`src/rtl/ula_sequencial.sv`:
```
// ula_sequencial: multicycle execution unit (ULA) for the execute stage.
//
// Accepts a 4-bit ula_op from the ALU control decoder plus two operands
// through a start/busy/done handshake. AND, OR, ADD, SUB and SLT finish in
// one cycle. SLL and SRL shift one bit per cycle in a two-state FSM.
//
// Handshake: start is accepted on a rising edge only while busy=0 (FSM idle).
// a, b and ula_op are captured on that edge. done is a one-cycle pulse that
// marks resultado/zero/erro as valid. Outputs hold until the next accept.
// A start while busy=1 is ignored.
//
// Optional feature: define ULA_OVERFLOW_EN to add the registered `overflow`
// output (signed overflow of ADD/SUB).
//
// Ports:
//   clk        system clock, rising edge
//   rst        synchronous active-high reset
//   start      operation request
//   ula_op     operation code (AND 0000, OR 0001, ADD 0010, SUB 0110,
//              SLT 0111, SLL 0011, SRL 0100; all others invalid)
//   a, b       operands; b[SHW-1:0] is the shift amount
//   busy       high while a shift iterates
//   done       one-cycle result-valid pulse
//   resultado  registered result
//   zero       resultado == 0
//   erro       last accepted ula_op was invalid
//   overflow   (ULA_OVERFLOW_EN only) signed overflow of ADD/SUB
module ula_sequencial #(
  parameter int WIDTH = 32,
  parameter int SHW   = 5
) (
  input  logic             clk,
  input  logic             rst,
  input  logic             start,
  input  logic [3:0]       ula_op,
  input  logic [WIDTH-1:0] a,
  input  logic [WIDTH-1:0] b,
  output logic             busy,
  output logic             done,
  output logic [WIDTH-1:0] resultado,
  output logic             zero,
  output logic             erro
`ifdef ULA_OVERFLOW_EN
  ,
  output logic             overflow
`endif
);

  localparam logic [3:0] OP_AND = 4'b0000;
  localparam logic [3:0] OP_OR  = 4'b0001;
  localparam logic [3:0] OP_ADD = 4'b0010;
  localparam logic [3:0] OP_SUB = 4'b0110;
  localparam logic [3:0] OP_SLT = 4'b0111;
  localparam logic [3:0] OP_SLL = 4'b0011;
  localparam logic [3:0] OP_SRL = 4'b0100;

  localparam logic [0:0] OCIOSO  = 1'b0;
  localparam logic [0:0] DESLOCA = 1'b1;

  // FSM state; kept as a named signal so checkers can bind to it.
  logic [0:0]       state;
  logic [WIDTH-1:0] acc;
  logic [SHW-1:0]   cnt;
  logic             dir_left;

  logic [WIDTH-1:0] sum;
  logic [WIDTH-1:0] diff;
  logic [SHW-1:0]   shamt;
  logic [WIDTH-1:0] imm_res;
  logic             imm_err;
  logic             imm_shift;
  logic             slt_bit;
  logic [WIDTH-1:0] acc_next;
  logic             last_step;

  assign sum       = a + b;
  assign diff      = a - b;
  assign shamt     = b[SHW-1:0];
  assign slt_bit   = ($signed(a) < $signed(b));
  assign acc_next  = dir_left ? (acc << 1) : (acc >> 1);
  assign last_step = (cnt == SHW'(1));

`ifdef ULA_OVERFLOW_EN
  logic add_ovf;
  logic sub_ovf;
  logic imm_ovf;

  // Signed overflow: ADD when same-sign operands give a different-sign
  // result; SUB when the operands differ in sign and the result differs from a.
  assign add_ovf = (a[WIDTH-1] == b[WIDTH-1]) && (sum[WIDTH-1] != a[WIDTH-1]);
  assign sub_ovf = (a[WIDTH-1] != b[WIDTH-1]) && (diff[WIDTH-1] != a[WIDTH-1]);
  assign imm_ovf = (ula_op == OP_ADD) ? add_ovf :
                   (ula_op == OP_SUB) ? sub_ovf : 1'b0;
`endif

  // Result of an operation that completes at the accept edge. A shift with
  // shamt=0 also completes immediately and returns a unchanged; only a
  // non-zero shift amount enters the iterating state.
  always_comb begin
    imm_res   = '0;
    imm_err   = 1'b0;
    imm_shift = 1'b0;
    case (ula_op)
      OP_AND:  imm_res = a & b;
      OP_OR:   imm_res = a | b;
      OP_ADD:  imm_res = sum;
      OP_SUB:  imm_res = diff;
      OP_SLT:  imm_res = {{(WIDTH-1){1'b0}}, slt_bit};
      OP_SLL, OP_SRL: begin
        if (shamt == '0) imm_res = a;
        else             imm_shift = 1'b1;
      end
      default: imm_err = 1'b1;
    endcase
  end

  always_ff @(posedge clk) begin
    if (rst) begin
      state     <= OCIOSO;
      busy      <= 1'b0;
      done      <= 1'b0;
      resultado <= '0;
      zero      <= 1'b1;
      erro      <= 1'b0;
      acc       <= '0;
      cnt       <= '0;
      dir_left  <= 1'b0;
`ifdef ULA_OVERFLOW_EN
      overflow  <= 1'b0;
`endif
    end else begin
      done <= 1'b0;
      case (state)
        OCIOSO: begin
          if (start) begin
            if (imm_shift) begin
              acc      <= a;
              cnt      <= shamt;
              dir_left <= (ula_op == OP_SLL);
              state    <= DESLOCA;
              busy     <= 1'b1;
              erro     <= 1'b0;
            end else begin
              resultado <= imm_res;
              zero      <= (imm_res == '0);
              erro      <= imm_err;
              done      <= 1'b1;
`ifdef ULA_OVERFLOW_EN
              overflow  <= imm_ovf;
`endif
            end
          end
        end
        DESLOCA: begin
          // start is deliberately not looked at here: requests during a
          // shift are dropped, not queued.
          acc <= acc_next;
          cnt <= cnt - SHW'(1);
          if (last_step) begin
            resultado <= acc_next;
            zero      <= (acc_next == '0);
            done      <= 1'b1;
            busy      <= 1'b0;
            state     <= OCIOSO;
`ifdef ULA_OVERFLOW_EN
            overflow  <= 1'b0;
`endif
          end
        end
        default: begin
          state <= OCIOSO;
          busy  <= 1'b0;
        end
      endcase
    end
  end

endmodule
```
`config.mk`:
```
export PLATFORM = sky130hd
export DESIGN_NAME = ula_sequencial
export DESIGN_NICKNAME = d
export VERILOG_FILES = /design/src/rtl/ula_sequencial.sv
export SDC_FILE = /design/constraint.sdc
export NUM_CORES = 1
export LEC_CHECK = 0
export ABC_AREA = 0
export BUFFER_PORTS_ARGS = -buffer_cell sky130_fd_sc_hd__buf_2
export CAP_MARGIN = 20
export CORE_UTILIZATION = 25
export DETAILED_ROUTE_END_ITERATION = 12
export SKIP_LAST_GASP = 1
export SLEW_MARGIN = 5
export SYNTH_ARGS = -nofsm -noshare
export SYNTH_HDL_FRONTEND = slang
export SYNTH_SLANG_ARGS = --single-unit
```
`constraint.sdc`:
```
create_clock -name clk -period 3.8 [get_ports clk]
set_input_delay 0.19 -clock clk [delete_from_list [all_inputs] [get_ports clk]]
set_output_delay 0.19 -clock clk [all_outputs]
set_load 0.005 [all_outputs]
```
==> Word-level counts from Yosys, hierarchy flattened <==
Index checks and enable logic that the tools add are counted.
{ "totals": {"register_bits": 75, "latch_bits": 0, "n_memories": 0, "wordCells": 71, "mem_bits_rw": 0, "output_inout_bits": 36, "input_bits": 71, "rom_bits": 0} }
{ "op_classes": {"n_shift": 0, "addsub": 3, "eq_ne": 11, "reduce_logical": 11, "muxes": 33, "bitwise_logic": 3, "n_mul": 0, "order_cmp": 1, "div": 0} }
{ "ops": {"columns": ["op", "count"], "rows": [
  ["$mux 32", 7],
  ["$pmux 32 s6", 1],
  ["$pmux 32 s2", 2],
  ["$logic_not 32->1", 2],
  ["$add 32x32->32", 1],
  ["$and 32x32->32", 1],
  ["$lt 32x32->1", 1],
  ["$or 32x32->32", 1],
  ["$sub 32x32->32", 1],
  ["$mux 1", 16],
  ["$eq 4x3->1 const B", 3],
  ["$mux 5", 2],
  ["$pmux 5 s2", 1],
  ["$reduce_and 3->1", 3],
  ["$eq 4x2->1 const B", 2],
  ["$pmux 1 s2", 4],
  ["$reduce_or 7->1", 1],
  ["$ne 2x2->1 const B", 3],
  ["$eq 5x1->1 const B", 1],
  ["$logic_not 5->1", 1],
  ["$sub 5x1->5 const B", 1],
  ["$eq 4x1->1 const B", 1],
  ["$logic_not 4->1", 1],
  ["$reduce_and 2->1", 2],
  ["3 further kinds", 3]
]} }

==> Longest topological paths before layout <==
{ "logic_depth": {"word_depth": 7, "depth_mapped": 15, "mapped_depth_nobuf": 14} }

==> Least setup slack after synthesis <==
Ideal clock, no wire load.
{ "synth_path": {"path_type": "input to register", "start": "input a[0]", "end": "register zero", "cell_stages": 14, "setup_time_ps": 96, "required_ps": 3704, "path_slack_ps": 436, "t_arrival_ps": 3268, "cell_sequence": "inv_1 ha_1 fa_1 or2_1 a221oi_4 o311a_2 nand2b_1 a31oi_1 a221oi_2 xor2_1 o21ai_0 nand4bb_1 or4_1 o41ai_2"} }
{ "synth_via": {"elab_chain_len": 6} }
{ "synth_lines": {"columns": ["item", "line", "rtl"], "rows": [
  ["start: declaration", "36", "input logic [WIDTH-1:0] a,"],
  ["$sub 32x32->32 (tied with other cells)", "77", "assign diff = a - b;"],
  ["$pmux 32 s6 (*)", "103", "case (ula_op)"],
  ["$logic_not 32->1 (*)", "145", "zero <= (imm_res == '0);"],
  ["$mux 1 (*)", "136", "if (imm_shift) begin"],
  ["$mux 1 (*)", "135", "if (start) begin"],
  ["$pmux 1 s2 (*)", "133", "case (state)"],
  ["end signal: assignment", "145", null],
  ["end signal: assignment", "161", "zero <= (acc_next == '0);"],
  ["end: declaration", "41", "output logic zero,"]
]} }
Every way passes the cells marked *; elsewhere a longest branch is shown, timed or not. The select of a mux whose other input is x is not followed.
A chain may end at the register's enable or synchronous reset.

==> Worst setup path after layout <==
{ "layout_path": {"start": "input b[8]", "end": "register zero"} }
{ "layout_via": {"elab_chain_len": 6} }
{ "layout_lines": {"columns": ["item", "line", "rtl"], "rows": [
  ["start: declaration", "37", "input logic [WIDTH-1:0] b,"],
  ["$sub 32x32->32 (tied with other cells)", "77", null],
  ["$pmux 32 s6 (*)", "103", null],
  ["$logic_not 32->1 (*)", "145", null],
  ["$mux 1 (*)", "136", null],
  ["$mux 1 (*)", "135", null],
  ["$pmux 1 s2 (*)", "133", null]
]} }
Marked as above.

==> metrics.md <==
| Metric | Value |
|---|---|
| Tot GR Track Use | `0.2016` |
| Required time worst endpoint | `4.04 ns` |
| Final Cycle Share | `0.9493` |
| Core Region | `37,580 sq um` |
| # rows | `71` |
| WP buf/inv | `2` |
| Clock root buffer | `clkbuf_16` |
| Layout area overhead | `20.30%` |
| Reported max-cap violation count | `0` |
| Hold Path Origin | `rst` |
| Worst VDD drop | `0.2326 mV` |
| Routed WL | `39.87 mm` |
| Cell area after synthesis | `9509 sq um` |
| Top Ports | `107` |
| Residual DRC | `0` |
| Final setup viols | `0` |
| Worst r2r src | `state` |
| CP top delay family | `simple AND/OR/NAND/NOR gates` |
| Seq/Total Area, Yosys | `0.1579` |
| Max Slew Vio Count | `0` |
| Worst EP arrival | `3.85 ns` |
| Post-synthesis cell type count | `91` |
| Fmax | `0.2772 GHz` |
| Crit path max fanout | `13` |
| # H-tree levels | `3` |
| Post-CTS Setup Bufs | `0` |
| Die area | `38,820 sq um` |
| Avg Vias per Cell | `5.457` |
| CTS Buf Count | `9` |
| Clock latency on the worst-skew pair | `0.34 ns` |
| Post-route ant nets | `0` |
| GPL Wtd Cong | `0.9413` |
| Post-CTS Resized | `0` |
| Routed len/inst | `20.00 um` |
| Period minus WS final | `3.607 ns` |
| Drt pass-1 iters | `8` |
| Fillers | `4,124` |
| Area contributors post-synth | `dfxtp_1 16%, ha_1 14%, a21oi_1 6.3%, nor2_1 5.2%, nand2_1 5.1%` |
| DPL Wire Length | `32.15 mm` |
| CTS tree | `done` |
| RSZ-0062 raised after global routing | `false` |
| Total number of vias | `10,882` |
| Syn Area/Cell | `7.091 sq um` |
| Synth Register Bits | `75` |
| HP Class | `input port to register` |
| Status | `finished clean` |
| R2R setup slack | `0.88 ns` |
| Synth cell count leaders | `131 x nor2_1, 129 x nand2_1, 120 x a21oi_1` |
| Clock skew | `0.01274 ns` |
| IO Port Bufs | `106` |
| Max Root-Sink Buffers | `2` |
| Top_reg_cell synth | `dfxtp_1` |
| Share of cells above drive strength 1 | `0.1834` |
| Total gr overflow | `0` |
| Post-synth EDFFs | `0` |
| Chip Height | `197.0 um` |
| Crit path capture type | `register` |
| Most frequent cell after synthesis | `nor2_1` |
| Initial Utilization | `0.2531` |
| Number of diodes | `0` |
| Hold bufs inserted after CTS | `0` |
| Leakage | `4.865 nW` |
| First-pass GRT wire length | `60.72 mm` |
| Power, Total | `3.052 mW` |
| Post-Syn Nets | `1,524` |
| Leading area contributor after synthesis | `dfxtp_1` |
| Worst-Margin Slew | `0.9301 ns` |
| Final instance area | `11,440 sq um` |
| Placed instance area | `11,140 sq um` |
| Largest net degree at the start of global routing | `65` |
| Initial DRC count | `1,104` |
| Top cell type's share of synthesized area | `0.1579` |
| Nets@finish | `1,661` |
| Post-synth ARST share | `0` |
| Max_slew headroom | `0.3766` |
| Crit Path Category | `input port to register` |
| Final hold viol count | `0` |
| Clock slew at reported path FFs | `0.07 ns` |
| Post-Syn Instances | `1,341` |
| CP Launch Type | `input port` |
| Initial antenna violation count | `0` |
| Worst setup path start | `b[8]` |
| Vias in the first global route | `10,293` |
| Slowest cell on crit path | `or4_1` |
| Clock net sink count | `75` |
| Peak per-stage delay on the critical path | `0.61 ns` |
| CP Cell Sequence | `buf_2, inv_1, ha_1, nor3b_1, o31ai_1, or2_2, nand2_1, nor4b_1, o311ai_1, o21ai_1, xnor2_1, o21ai_0, or4_1, o41ai_2` |
| Ys Warns | `0` |
| Pwr per Cell Area | `266.8 nW/um^2` |
| Die width | `197.0 um` |
[registers in the layout (all words and copies together) (netlist names)]
signal / count
dir_left: 1
acc: 32
zero: 1
resultado: 32
done: 1
erro: 1
cnt: 5
state: 1
busy: 1
[final timing paths]
kind                        to  depth (start not counted)
setup / recovery          zero                         14
setup reg to reg          zero                         11
hold reg to reg   resultado[0]                          2
hold / removal           state                          3
[report_power, final]
part / internal (mW) / switching [mW] / total [mW]
sequential: 0.835 / 0.0408 / 0.876
combinational: 0.494 / 0.802 / 1.30
clock: 0.513 / 0.367 / 0.881
[placed cells by master (no fill, tap or decap), drive strengths merged, types with 9 or more instances in the layout]
cell      n
nand3    26
o21bai   10
dfxtp    75
o211ai   29
nor2b    23
a21oi   121
and2      9
a221oi   11
ha      110
o31ai    14
nand4    15
or2      10
buf     215
mux2i    31
clkbuf    9
nor3     28
o21ai    87
nand2b   11
a31oi    19
inv     106
a22oi    17
a211oi   66
nor2    132
nand2   129
nor4     21
[stage by stage]
step	util	hold slack, ns	TNS (ns)	setup WS (ns)	cells
finish	0.3044	0.1437	0	0.1926	1994
detailed placement	0.2964	0.4426	-0.09392	-0.09392	1978
global route	0.3044	0.1571	0	0.01645	1994
floorplan	-	0.3425	0	0.4363	1341
CTS	0.3044	0.1417	0	0.2302	1994
global placement	0.2964	0.4388	-0.08786	-0.08786	1978
[area by class of cell]
type	count	area (sq um)	share of cell area
inverter	105	394.1	0.03445
multi-input combinational	1072	7241	0.6329
clock inverter	7	76.32	0.006672
sequential	75	1503	0.1314
tap	511	639.4	0.05589
clock buffer	9	225.2	0.01969
timing repair buffer	215	1361	0.1190
[worst register-to-register path, delay by kind of cell (launching register included)]
family          cells  cell delay [ns]
compound gates      4             0.97
flops               1             0.37
simple gates        7             1.47
[metal layers]
layer,GRT usage,share of wire
met1,0.2756,0.44
met2,0.3289,0.45
met3,0.02442,0.076
met4,0.06173,0.027
met5,0,0
[cell families (layout without fill, tap and decap cells)]
| family | after synthesis | in the layout | share of synthesized area |
|---|---|---|---|
| AND/OR/NAND/NOR | 441 | 441 | 0.2201 |
| adder cells (fa/ha/maj) | 112 | 112 | 0.1489 |
| XOR/XNOR | 14 | 14 | 0.01289 |
| buffers and inverters | 194 | 336 | 0.08316 |
| AO/OA/AOI/OAI | 471 | 471 | 0.3408 |
| multiplexers | 34 | 34 | 0.03618 |
| flip-flops | 75 | 75 | 0.1579 |
Power figures use the tool's default switching activity.
